### src/rtl/rv32e_pkg.sv
// Shared RV32E register-file definitions: sizes, zero-register select and the
// debug sequencer state encoding used by regfile_access_ctrl.
package rv32e_pkg;

    localparam int NUM_REGS = 16;
    localparam int XLEN     = 32;
    localparam int SEL_W    = 4;

    localparam logic [SEL_W-1:0] REG_ZERO = '0;

    typedef enum logic [2:0] {
        IDLE,
        DBG_WR,
        DBG_RD,
        DONE,
        WAIT
    } dbg_state_t;

endpackage

### src/rtl/reg_scoreboard.sv
// Load scoreboard: one pending bit per architectural register, set by load
// issue and cleared by load writeback. x0 can never become pending.
import rv32e_pkg::*;

module reg_scoreboard (
    input  logic                clk,
    input  logic                rst,
    input  logic                i_set_en,
    input  logic [SEL_W-1:0]    i_set_sel,
    input  logic                i_clr_en,
    input  logic [SEL_W-1:0]    i_clr_sel,
    input  logic [SEL_W-1:0]    i_lk_sel_a,
    input  logic [SEL_W-1:0]    i_lk_sel_b,
    output logic                o_hit_a,
    output logic                o_hit_b,
    output logic [NUM_REGS-1:0] o_pending
);

    logic [NUM_REGS-1:0] r_pending;
    logic [NUM_REGS-1:0] w_set_mask;
    logic [NUM_REGS-1:0] w_clr_mask;

    // Decode set/clear requests into one-hot masks; select 0 is dropped
    always_comb begin
        w_set_mask = '0;
        w_clr_mask = '0;
        if (i_set_en && (i_set_sel != REG_ZERO)) w_set_mask[i_set_sel] = 1'b1;
        if (i_clr_en && (i_clr_sel != REG_ZERO)) w_clr_mask[i_clr_sel] = 1'b1;
    end

    // Clear first, then set, so a same-edge set on the same register wins
    always_ff @(posedge clk or posedge rst) begin
        if (rst) r_pending <= '0;
        else     r_pending <= (r_pending & ~w_clr_mask) | w_set_mask;
    end

    assign o_hit_a   = r_pending[i_lk_sel_a];
    assign o_hit_b   = r_pending[i_lk_sel_b];
    assign o_pending = r_pending;

endmodule

### src/rtl/regfile_access_ctrl.sv
// Write-port sequencer/arbiter for the RV32E 16x32 register file.
// Shares the single write port between execute writeback, load writeback and
// (with REGFILE_DEBUG_EN defined) a debug port that also borrows read port 2.
// Keeps a load scoreboard and reports read hazards to decode.
import rv32e_pkg::*;

module regfile_access_ctrl (
    input  logic             clk,
    input  logic             rst,
    input  logic             i_ex_wr_valid,
    output logic             o_ex_wr_ready,
    input  logic [SEL_W-1:0] i_ex_wr_sel,
    input  logic [XLEN-1:0]  i_ex_wr_data,
    input  logic             i_ld_issue_valid,
    output logic             o_ld_issue_ready,
    input  logic [SEL_W-1:0] i_ld_issue_sel,
    input  logic             i_ld_wr_valid,
    output logic             o_ld_wr_ready,
    input  logic [SEL_W-1:0] i_ld_wr_sel,
    input  logic [XLEN-1:0]  i_ld_wr_data,
    input  logic [SEL_W-1:0] i_rd_sel1,
    input  logic [SEL_W-1:0] i_rd_sel2,
    output logic             o_rd_hazard,
    output logic [SEL_W-1:0] o_rf_write_register,
    output logic [XLEN-1:0]  o_rf_write_value,
    output logic [SEL_W-1:0] o_rf_r_sel2,
    input  logic [XLEN-1:0]  i_rf_r_value2,
    input  logic             i_dbg_req,
    input  logic             i_dbg_we,
    input  logic [SEL_W-1:0] i_dbg_sel,
    input  logic [XLEN-1:0]  i_dbg_wdata,
    output logic             o_dbg_ack,
    output logic [XLEN-1:0]  o_dbg_rdata
);

    logic [SEL_W-1:0]    r_wr_sel;
    logic [XLEN-1:0]     r_wr_data;
    logic                r_last_ld;
    logic                w_dbg_wr_busy;
    logic                w_ex_pend;
    logic                w_li_pend;
    logic                w_ex_elig;
    logic                w_ex_fire;
    logic                w_ld_fire;
    logic                w_li_fire;
    logic [NUM_REGS-1:0] w_pending;
    logic [SEL_W-1:0]    w_gnt_sel;
    logic [XLEN-1:0]     w_gnt_data;
    logic                w_haz1;
    logic                w_haz2;

    reg_scoreboard u_sb (
        .clk        (clk),
        .rst        (rst),
        .i_set_en   (w_li_fire),
        .i_set_sel  (i_ld_issue_sel),
        .i_clr_en   (w_ld_fire),
        .i_clr_sel  (i_ld_wr_sel),
        .i_lk_sel_a (i_ex_wr_sel),
        .i_lk_sel_b (i_ld_issue_sel),
        .o_hit_a    (w_ex_pend),
        .o_hit_b    (w_li_pend),
        .o_pending  (w_pending)
    );

    // An execute write to a register with a load outstanding would be
    // overwritten out of order, so it is held off (WAW) and does not take part
    // in round-robin; ld then wins alone and can retire the pending load.
    assign w_ex_elig        = i_ex_wr_valid && !w_ex_pend;
    assign o_ex_wr_ready    = !w_dbg_wr_busy && !w_ex_pend && !(i_ld_wr_valid && !r_last_ld);
    assign o_ld_wr_ready    = !w_dbg_wr_busy && !(w_ex_elig && r_last_ld);
    assign o_ld_issue_ready = !w_li_pend;

    assign w_ex_fire = i_ex_wr_valid && o_ex_wr_ready;
    assign w_ld_fire = i_ld_wr_valid && o_ld_wr_ready;
    assign w_li_fire = i_ld_issue_valid && o_ld_issue_ready;

    // Select the single write for this cycle; debug write has top priority
    always_comb begin
        w_gnt_sel  = REG_ZERO;
        w_gnt_data = '0;
        if (w_dbg_wr_busy) begin
            w_gnt_sel  = i_dbg_sel;
            w_gnt_data = i_dbg_wdata;
        end else if (w_ex_fire) begin
            w_gnt_sel  = i_ex_wr_sel;
            w_gnt_data = i_ex_wr_data;
        end else if (w_ld_fire) begin
            w_gnt_sel  = i_ld_wr_sel;
            w_gnt_data = i_ld_wr_data;
        end
    end

    // Write stage: holds the granted write for one cycle, empty when no grant
    always_ff @(posedge clk or posedge rst) begin
        if (rst) begin
            r_wr_sel  <= REG_ZERO;
            r_wr_data <= '0;
            r_last_ld <= 1'b0;
        end else begin
            r_wr_sel  <= w_gnt_sel;
            r_wr_data <= (w_gnt_sel == REG_ZERO) ? '0 : w_gnt_data;
            if (w_ex_fire || w_ld_fire) r_last_ld <= w_ld_fire;
        end
    end

    assign o_rf_write_register = r_wr_sel;
    assign o_rf_write_value    = r_wr_data;

    // A source is hazardous while its load is outstanding or while it sits in
    // the write stage (the file has not been updated yet)
    assign w_haz1 = (i_rd_sel1 != REG_ZERO) && (w_pending[i_rd_sel1] || (r_wr_sel == i_rd_sel1));
    assign w_haz2 = (i_rd_sel2 != REG_ZERO) && (w_pending[i_rd_sel2] || (r_wr_sel == i_rd_sel2));
    assign o_rd_hazard = w_haz1 || w_haz2;

`ifdef REGFILE_DEBUG_EN
    dbg_state_t      r_dbg_state;
    logic            r_dbg_ack;
    logic [XLEN-1:0] r_dbg_rdata;

    // Debug sequencer: one write or read per request, ack pulse, then wait
    // for the requester to drop dbg_req before accepting another
    always_ff @(posedge clk or posedge rst) begin
        if (rst) begin
            r_dbg_state <= IDLE;
            r_dbg_ack   <= 1'b0;
            r_dbg_rdata <= '0;
        end else begin
            r_dbg_ack <= 1'b0;
            case (r_dbg_state)
                IDLE: if (i_dbg_req) r_dbg_state <= i_dbg_we ? DBG_WR : DBG_RD;
                DBG_WR: begin
                    r_dbg_state <= DONE;
                    r_dbg_ack   <= 1'b1;
                end
                DBG_RD: begin
                    r_dbg_rdata <= i_rf_r_value2;
                    r_dbg_state <= DONE;
                    r_dbg_ack   <= 1'b1;
                end
                DONE:    r_dbg_state <= WAIT;
                WAIT:    if (!i_dbg_req) r_dbg_state <= IDLE;
                default: r_dbg_state <= IDLE;
            endcase
        end
    end

    assign w_dbg_wr_busy = (r_dbg_state == DBG_WR);
    assign o_rf_r_sel2   = (r_dbg_state == DBG_RD) ? i_dbg_sel : i_rd_sel2;
    assign o_dbg_ack     = r_dbg_ack;
    assign o_dbg_rdata   = r_dbg_rdata;
`else
    logic w_unused;
    assign w_unused      = ^{i_dbg_req, i_dbg_we, i_dbg_sel, i_dbg_wdata, i_rf_r_value2};
    assign w_dbg_wr_busy = 1'b0;
    assign o_rf_r_sel2   = i_rd_sel2;
    assign o_dbg_ack     = 1'b0;
    assign o_dbg_rdata   = '0;
`endif

endmodule

### config.mk
export PLATFORM = sky130hd
export DESIGN_NAME = regfile_access_ctrl
export DESIGN_NICKNAME = d
export VERILOG_FILES = /design/src/rtl/rv32e_pkg.sv /design/src/rtl/reg_scoreboard.sv /design/src/rtl/regfile_access_ctrl.sv
export SDC_FILE = /design/constraint.sdc
export NUM_CORES = 1
export LEC_CHECK = 0
export CELL_PAD_IN_SITES_DETAIL_PLACEMENT = 0
export CELL_PAD_IN_SITES_GLOBAL_PLACEMENT = 1
export CORE_MARGIN = 1
export CORE_UTILIZATION = 26
export CTS_BUF_LIST = sky130_fd_sc_hd__clkbuf_4 sky130_fd_sc_hd__clkbuf_8
export CTS_CLUSTER_SIZE = 10
export DETAILED_ROUTE_END_ITERATION = 10
export HOLD_SLACK_MARGIN = 0.08
export MAX_ROUTING_LAYER = met4
export PLACE_DENSITY_LB_ADDON = 0.2
export SLEW_MARGIN = 20
export SYNTH_ARGS = -nofsm -noshare
export SYNTH_HDL_FRONTEND = slang
export SYNTH_SLANG_ARGS = --single-unit
### constraint.sdc
create_clock -name clk -period 3.7 [get_ports clk]
set_input_delay 0.74 -clock clk [delete_from_list [all_inputs] [get_ports clk]]
set_output_delay 0.74 -clock clk [all_outputs]
set_load 0.1 [all_outputs]
==> results of run 1 <==
-- power groups by stage --
| stage | sequential (mW) | combinational [mW] | clock, mW |
|---|---|---|---|
| after global placement | 0.827 | 1.61 | 0 |
| after detailed placement | 0.832 | 1.62 | 0 |
| after global routing | 0.842 | 1.70 | 0.387 |
| after CTS | 0.820 | 1.63 | 0.367 |
| after floorplan | 1.26 | 0.769 | 0 |
| final | 0.820 | 1.61 | 0.346 |
-- critical path, cell delays in order --
cell and delay [ns]:
dlygate4sd2_1 0.38, mux4_1 0.60, mux4_2 0.54, or2_2 0.36, buf_12 0.18
-- cell families after synthesis --
family,after synthesis,synth area share
AO/OA/AOI/OAI,104,0.1997
buffers and inverters,100,0.1603
AND/OR/NAND/NOR,67,0.1170
flip-flops,53,0.3794
multiplexers,19,0.1224
XOR/XNOR,8,0.02004
other,1,0.001073
-- state kept, by name, indices dropped and copies added, names as in the netlist --
signal / cells
o_rf_write_value: 32
u_sb.o_pending: 16
o_rf_write_register: 4
r_last_ld: 1
-- layer usage --
layer / up-vias / share of wire / track usage
li1: 1456 / - / -
met4: 0 / 0.0084 / 0.03606
met1: 1513 / 0.43 / 0.1877
met3: 7 / 0.080 / 0.05426
met5: - / 0 / -
met2: 115 / 0.48 / 0.2669
-- synthesized netlist by cell type (all sizes together) --
library cell,n,area share
nand3,1,0.0014
xor2,4,0.010
mux2,1,0.0032
nand3b,2,0.0043
buf,45,0.10
or2,1,0.0018
nor3b,3,0.0079
and4,1,0.0025
o211ai,32,0.069
nor2b,9,0.016
a22o,4,0.010
a41oi,15,0.038
nor2,7,0.0075
inv,34,0.037
or3,32,0.057
or4,1,0.0025
dfrtp,53,0.38
a21oi,43,0.062
a2111oi,1,0.0025
o32ai,1,0.0025
conb,1,0.0011
o211a,1,0.0029
nand2,3,0.0032
o21a,2,0.0043
nor4,3,0.0054
xnor2,4,0.010
and2,2,0.0036
mux4,18,0.12
nand4,1,0.0018
and3,1,0.0018
a22oi,1,0.0021
a31oi,4,0.0072
clkbuf,21,0.023
-- how the worst max path moves through the flow --
stage | from | cells past startpoint | endpoint | slack [ns]
3_5_place_dp | i_ex_wr_sel[1] | 5 | o_ld_wr_ready | -0.12
6_report | i_ex_wr_sel[1] | 5 | o_ld_wr_ready | 0.16
4_1_cts | i_rd_sel1[0] | 6 | o_rd_hazard | 0.09
5_1_grt | i_rd_sel1[0] | 6 | o_rd_hazard | 0.08
2_1_floorplan | o_rf_write_register[2] | 4 | o_rd_hazard | 0.07
3_3_place_gp | i_ex_wr_sel[1] | 5 | o_ld_wr_ready | -0.07
-- cell usage in the layout (no fill, tap or decap), types with 3 or more instances in the layout --
cell type | synthesis | routed
buf_12 | 0 | 5
nor4_1 | 3 | 3
a41oi_1 | 15 | 15
xor2_1 | 4 | 4
buf_4 | 37 | 16
nor2_1 | 7 | 6
xnor2_1 | 4 | 4
mux4_2 | 15 | 15
clkdlybuf4s50_1 | 0 | 123
conb_1 | 1 | 33
clkbuf_8 | 0 | 5
dfrtp_1 | 53 | 53
nand2_1 | 3 | 3
mux4_1 | 3 | 3
a21oi_1 | 43 | 43
or3_1 | 32 | 32
o211ai_1 | 32 | 32
a22o_1 | 3 | 3
a31oi_1 | 4 | 4
inv_1 | 34 | 33
nor2b_1 | 9 | 9
-- per-stage QoR --
step | total power, mW | setup slack [ns] | cells
final | 2.779 | 0.1552 | 643
after global routing | 2.925 | 0.08005 | 643
after CTS | 2.814 | 0.08801 | 643
after floorplan | 2.029 | 0.07162 | 384
after detailed placement | 2.455 | -0.1210 | 635
after global placement | 2.440 | -0.07476 | 635
-- area by class of cell --
class,instances,area (um2)
Multi-Input combinational cell,231,1745
Clock buffer,5,68.82
Fill cell,1320,7911
Tap cell,172,215.2
Clock inverter,3,21.27
Inverter,34,127.6
Sequential cell,53,1326
Timing Repair Buffer,145,1460
==> impl_metrics.py, run 1 <==
metrics = {
    "outcome": {
        "status": "finished clean",
    },
    "floorplanning": {
        "core_area_um2": 12880,
        "dieHeight_um": 118.0,
        "dieArea_um2": 13910,
        "die_w_um": 118.0,
        "num_rows": 41,
        "ios": 236,
        "start_util": 0.2715,
    },
    "min_path": {
        "worstHoldPathCells": 0,
        "hp-class": "reg -> reg",
        "hold_start": "u_sb.o_pending[0]",
        "hold_end": "u_sb.o_pending[0]",
    },
    "power": {
        "p_leak_nw": 2.012,
        "p_int_mw": 1.341,
        "irDropWorstVdd_v": 0.0001914,
        "sw_frac_of_total": 0.5174,
        "p_clk_frac": 0.125,
        "power_frac_seq": 0.295,
        "pwr-share-comb": 0.580,
        "power.switching_mw": 1.438,
        "powerDensity_nw_per_um2": 559.7,
    },
    "critical_path": {
        "end_kind": "primary output",
        "cp_max_fo": 5,
        "criticalPathCategory": "in -> out",
        "r2r-start": "u_sb.o_pending[1]",
        "startpoint_type": "primary input",
        "r2r-end": "o_rf_write_value[30]",
        "required_ns": 2.96,
        "cp.arrival_ns": 2.80,
        "worst-r2r-cell-count": 6,
        "reg2reg_slack_ns": 1.20,
    },
    "synth": {
        "yosysSeqAreaShare": 0.3794,
        "ys_types": 41,
        "synthesis.area_um2": 3496,
        "synthCells": 352,
        "yosys_register_bits": 53,
        "synth_area_per_cell_um2": 9.931,
        "ys_warn_count": 0,
    },
    "clocking": {
        "cts_tree": "built",
        "post-cts-setup-buffers": 0,
        "clk_path_buf_depth": 2,
        "h-tree-depth": 2,
        "post_cts_resized": 1,
        "holdBufCountCts": 0,
        "root_buffer": "clkbuf_8",
        "cts.sinks": 53,
        "cts_made_buffers": 5,
        "clk_latency_ns": 0.32,
        "clkTransAtPathRegs_ns": 0.11,
    },
    "global_route": {
        "grt.total_usage": 0.1610,
        "grt_start_max_net_pins": 39,
        "grt_overflow_total": 0,
        "grt_pass1_wl_um": 17140,
        "grt_pass1_vias": 3315,
        "grt_antenna_before_repair": 0,
    },
    "final_layout": {
        "final_util": 0.3856,
        "syn_to_final_growth_pct": 42.02,
        "nets": 629,
        "drive_gt1_frac": 0.1104,
        "diodes": 0,
        "fin_area_um2": 4965,
    },
    "timing": {
        "rsz0062_at_grt": "no",
        "finalClockSkew_ns": 0.01353,
        "final-setup-viol-count": 0,
        "period_share": 0.9581,
        "hold_viol": 0,
        "min_period_ns": 3.545,
        "relSlewSlack": 0.3148,
        "tns_ns": 0,
        "holdWs_ns": 0.4748,
        "clock.fmax_ghz": 0.2821,
        "worstMarginPinSlew_ns": 1.025,
        "drv_slew": 0,
    },
    "route": {
        "vias_per_cell": 4.807,
        "vias": 3091,
        "wl_um": 10700,
        "wl_per_cell_um": 16.64,
        "dr.pass1.iters": 4,
        "dr.first_iter.drc_count": 110,
        "postRouteAntennaNets": 0,
        "drc": 0,
    },
    "placement": {
        "dp_hpwl_um": 7797,
        "dpl_cell_area_um2": 4875,
        "io_buffers": 132,
        "routabilityCongestion": 0.8426,
    },
    "job": {
        "max-cap-violations": 0,
    },
}
No activity file was read; power rests on OpenSTA's default activity.
==> run 2, diff against run 1 <==
Settings changed: CORE_UTILIZATION 26 to 25, CTS_BUF_LIST sky130_fd_sc_hd__clkbuf_4 sky130_fd_sc_hd__clkbuf_8 to not set, SKIP_LAST_GASP set to 1.
==> impl_metrics.py, run 2 (synthesized netlist as in run 1, its figures left out) <==
metrics = {
    "outcome": {
        "status": "finished clean",
    },
    "critical_path": {
        "worst-path-buf-inv": 2,
        "criticalPathCategory": "in -> out",
        "cpLargestDelayFamily": "buffers and inverters",
        "cp.arrival_ns": 2.87,
        "max_stage_delay_ns": 0.58,
        "required_ns": 2.96,
        "crit_slowest_cell": "clkdlybuf4s50_1",
        "startpoint_type": "primary input",
        "end_kind": "primary output",
        "reg2reg_slack_ns": 0.90,
        "cp_max_fo": 3,
        "worstPathCellList": "clkdlybuf4s50_1 -> mux4_2 -> nor2b_1 -> a2111oi_0 -> o32ai_2 -> buf_12",
    },
    "power": {
        "p_leak_nw": 2.024,
        "p_clk_frac": 0.159,
        "pwr-share-comb": 0.556,
        "sw_frac_of_total": 0.4982,
        "power.switching_mw": 1.438,
        "p_int_mw": 1.449,
        "power_frac_seq": 0.286,
        "powerDensity_nw_per_um2": 578.2,
        "irDropWorstVdd_v": 0.0001996,
    },
    "timing": {
        "min_period_ns": 3.612,
        "worstMarginPinSlew_ns": 1.018,
        "tns_ns": 0,
        "period_share": 0.9762,
        "final-setup-viol-count": 0,
        "drv_slew": 0,
        "relSlewSlack": 0.3192,
        "hold_viol": 0,
        "clock.fmax_ghz": 0.2769,
        "rsz0062_at_grt": "no",
        "finalClockSkew_ns": 0.009792,
        "worst_slack_ns": 0.08804,
    },
    "floorplanning": {
        "dieHeight_um": 120.3,
        "dieArea_um2": 14460,
        "ios": 236,
        "start_util": 0.2599,
        "num_rows": 42,
        "core_area_um2": 13450,
        "die_w_um": 120.3,
    },
    "global_route": {
        "grt.total_usage": 0.1583,
        "grt_overflow_total": 0,
        "grt_pass1_vias": 3189,
        "grt_pass1_wl_um": 17100,
        "grt_start_max_net_pins": 68,
        "grt_antenna_before_repair": 1,
    },
    "clocking": {
        "clk_latency_ns": 0.29,
        "clk_path_buf_depth": 2,
        "cts.sinks": 53,
        "cts_tree": "built",
        "root_buffer": "clkbuf_16",
        "h-tree-depth": 2,
        "cts_made_buffers": 5,
        "clkTransAtPathRegs_ns": 0.07,
    },
    "job": {
        "max-cap-violations": 0,
    },
    "route": {
        "dr.pass1.iters": 4,
        "dr.first_iter.drc_count": 90,
        "postRouteAntennaNets": 0,
        "drc": 0,
        "wl_um": 10960,
        "wl_per_cell_um": 16.96,
        "vias_per_cell": 4.800,
        "vias": 3101,
    },
    "final_layout": {
        "syn_to_final_growth_pct": 42.81,
        "largest_reg_flops": 32,
        "multiInputGateArea_um2": 1744,
        "seq_area_um2": 1326,
        "nets": 627,
        "most-common-layout-cells": "123 x clkdlybuf4s50_1, 53 x dfrtp_1, 43 x a21oi_1, 33 x inv_1, 33 x conb_1",
        "final_common_cell": "clkdlybuf4s50_1",
        "drive_gt1_frac": 0.1045,
        "fill_cells": 1411,
        "fin_area_um2": 4992,
    },
    "placement": {
        "io_buffers": 132,
        "pre_cts_slack_ns": -0.1197,
        "dpl_cell_area_um2": 4852,
        "routabilityCongestion": 0.8321,
        "dp_hpwl_um": 7720,
    },
    "min_path": {
        "hp-class": "reg -> reg",
    },
}
-- run 2: layout make-up --
| type | instances | share of cell area |
|---|---|---|
| Antenna cell | 1 | 0.0005013 |
| Tap cell | 176 | 0.04411 |
| Sequential cell | 53 | 0.2657 |
| Clock inverter | 2 | 0.002005 |
| Timing Repair Buffer | 143 | 0.2870 |
| Inverter | 34 | 0.02556 |
| Clock buffer | 6 | 0.02581 |
| Multi-Input combinational cell | 231 | 0.3494 |
-- run 2: layer usage --
layer  wire [um]  GRT usage  share of wire  vias to the layer above
li1            -          -              -                     1452
met3        1003    0.05330          0.092                        9
met2        5080     0.2471           0.46                      144
met1        4737     0.1972           0.43                     1496
met5           0          -              0                        -
met4         134    0.03858          0.012                        0
-- run 2: path summary, 6_finish.rpt --
path / start / end / cells past startpoint
worst max-delay path: i_rd_sel1[0] / o_rd_hazard / 6
worst min-delay path: u_sb.o_pending[0] / u_sb.o_pending[0] / 0
worst max register to register: u_sb.o_pending[12] / u_sb.o_pending[6] / 7
worst min register to register: u_sb.o_pending[0] / u_sb.o_pending[0] / 0
max in group asynchronous: rst / o_rf_write_value[23] / 3
min in group asynchronous: rst / o_rf_write_value[4] / 3
-- run 2: timing repair --
item | 4_1_cts | 5_1_grt
endpoints found under the setup margin | 2 | 0
setup buffers | 0 | 0
hold buffers | 0 | 0
resized for setup | 1 | 0
-- run 2: power groups by stage --
stage	clock [mW]	combinational, mW	sequential, mW
3_5_place_dp	0	1.61	0.832
3_3_place_gp	0	1.60	0.825
6_report	0.458	1.60	0.825
5_1_grt	0.498	1.68	0.844
4_1_cts	0.478	1.61	0.822
2_1_floorplan	0	0.769	1.26
-- run 2: per-stage QoR --
step           std cells  total power, mW  utilization  hold slack, ns
2_1_floorplan        384            2.029            -          0.4719
3_3_place_gp         637            2.430       0.3607          0.4413
3_5_place_dp         637            2.444       0.3607          0.4441
4_1_cts              645            2.915       0.3709          0.4602
5_1_grt              646            3.023       0.3711          0.4847
6_report             646            2.887       0.3711          0.4685
-- run 2: worst reg2reg max path, stage by stage (launching register included) --
cell     delay (ns)
dfrtp_1        0.46
mux4_1         0.52
mux4_2         0.51
buf_4          0.17
buf_4          0.30
o21a_1         0.32
buf_4          0.21
a41oi_1        0.22
==> run 3, diff against run 2 <==
Settings changed: ABC_CLOCK_PERIOD_IN_PS set to 3700.
==> results of run 3 <==
Same layout as run 2: the final DEF is identical, and so are final timing and power.
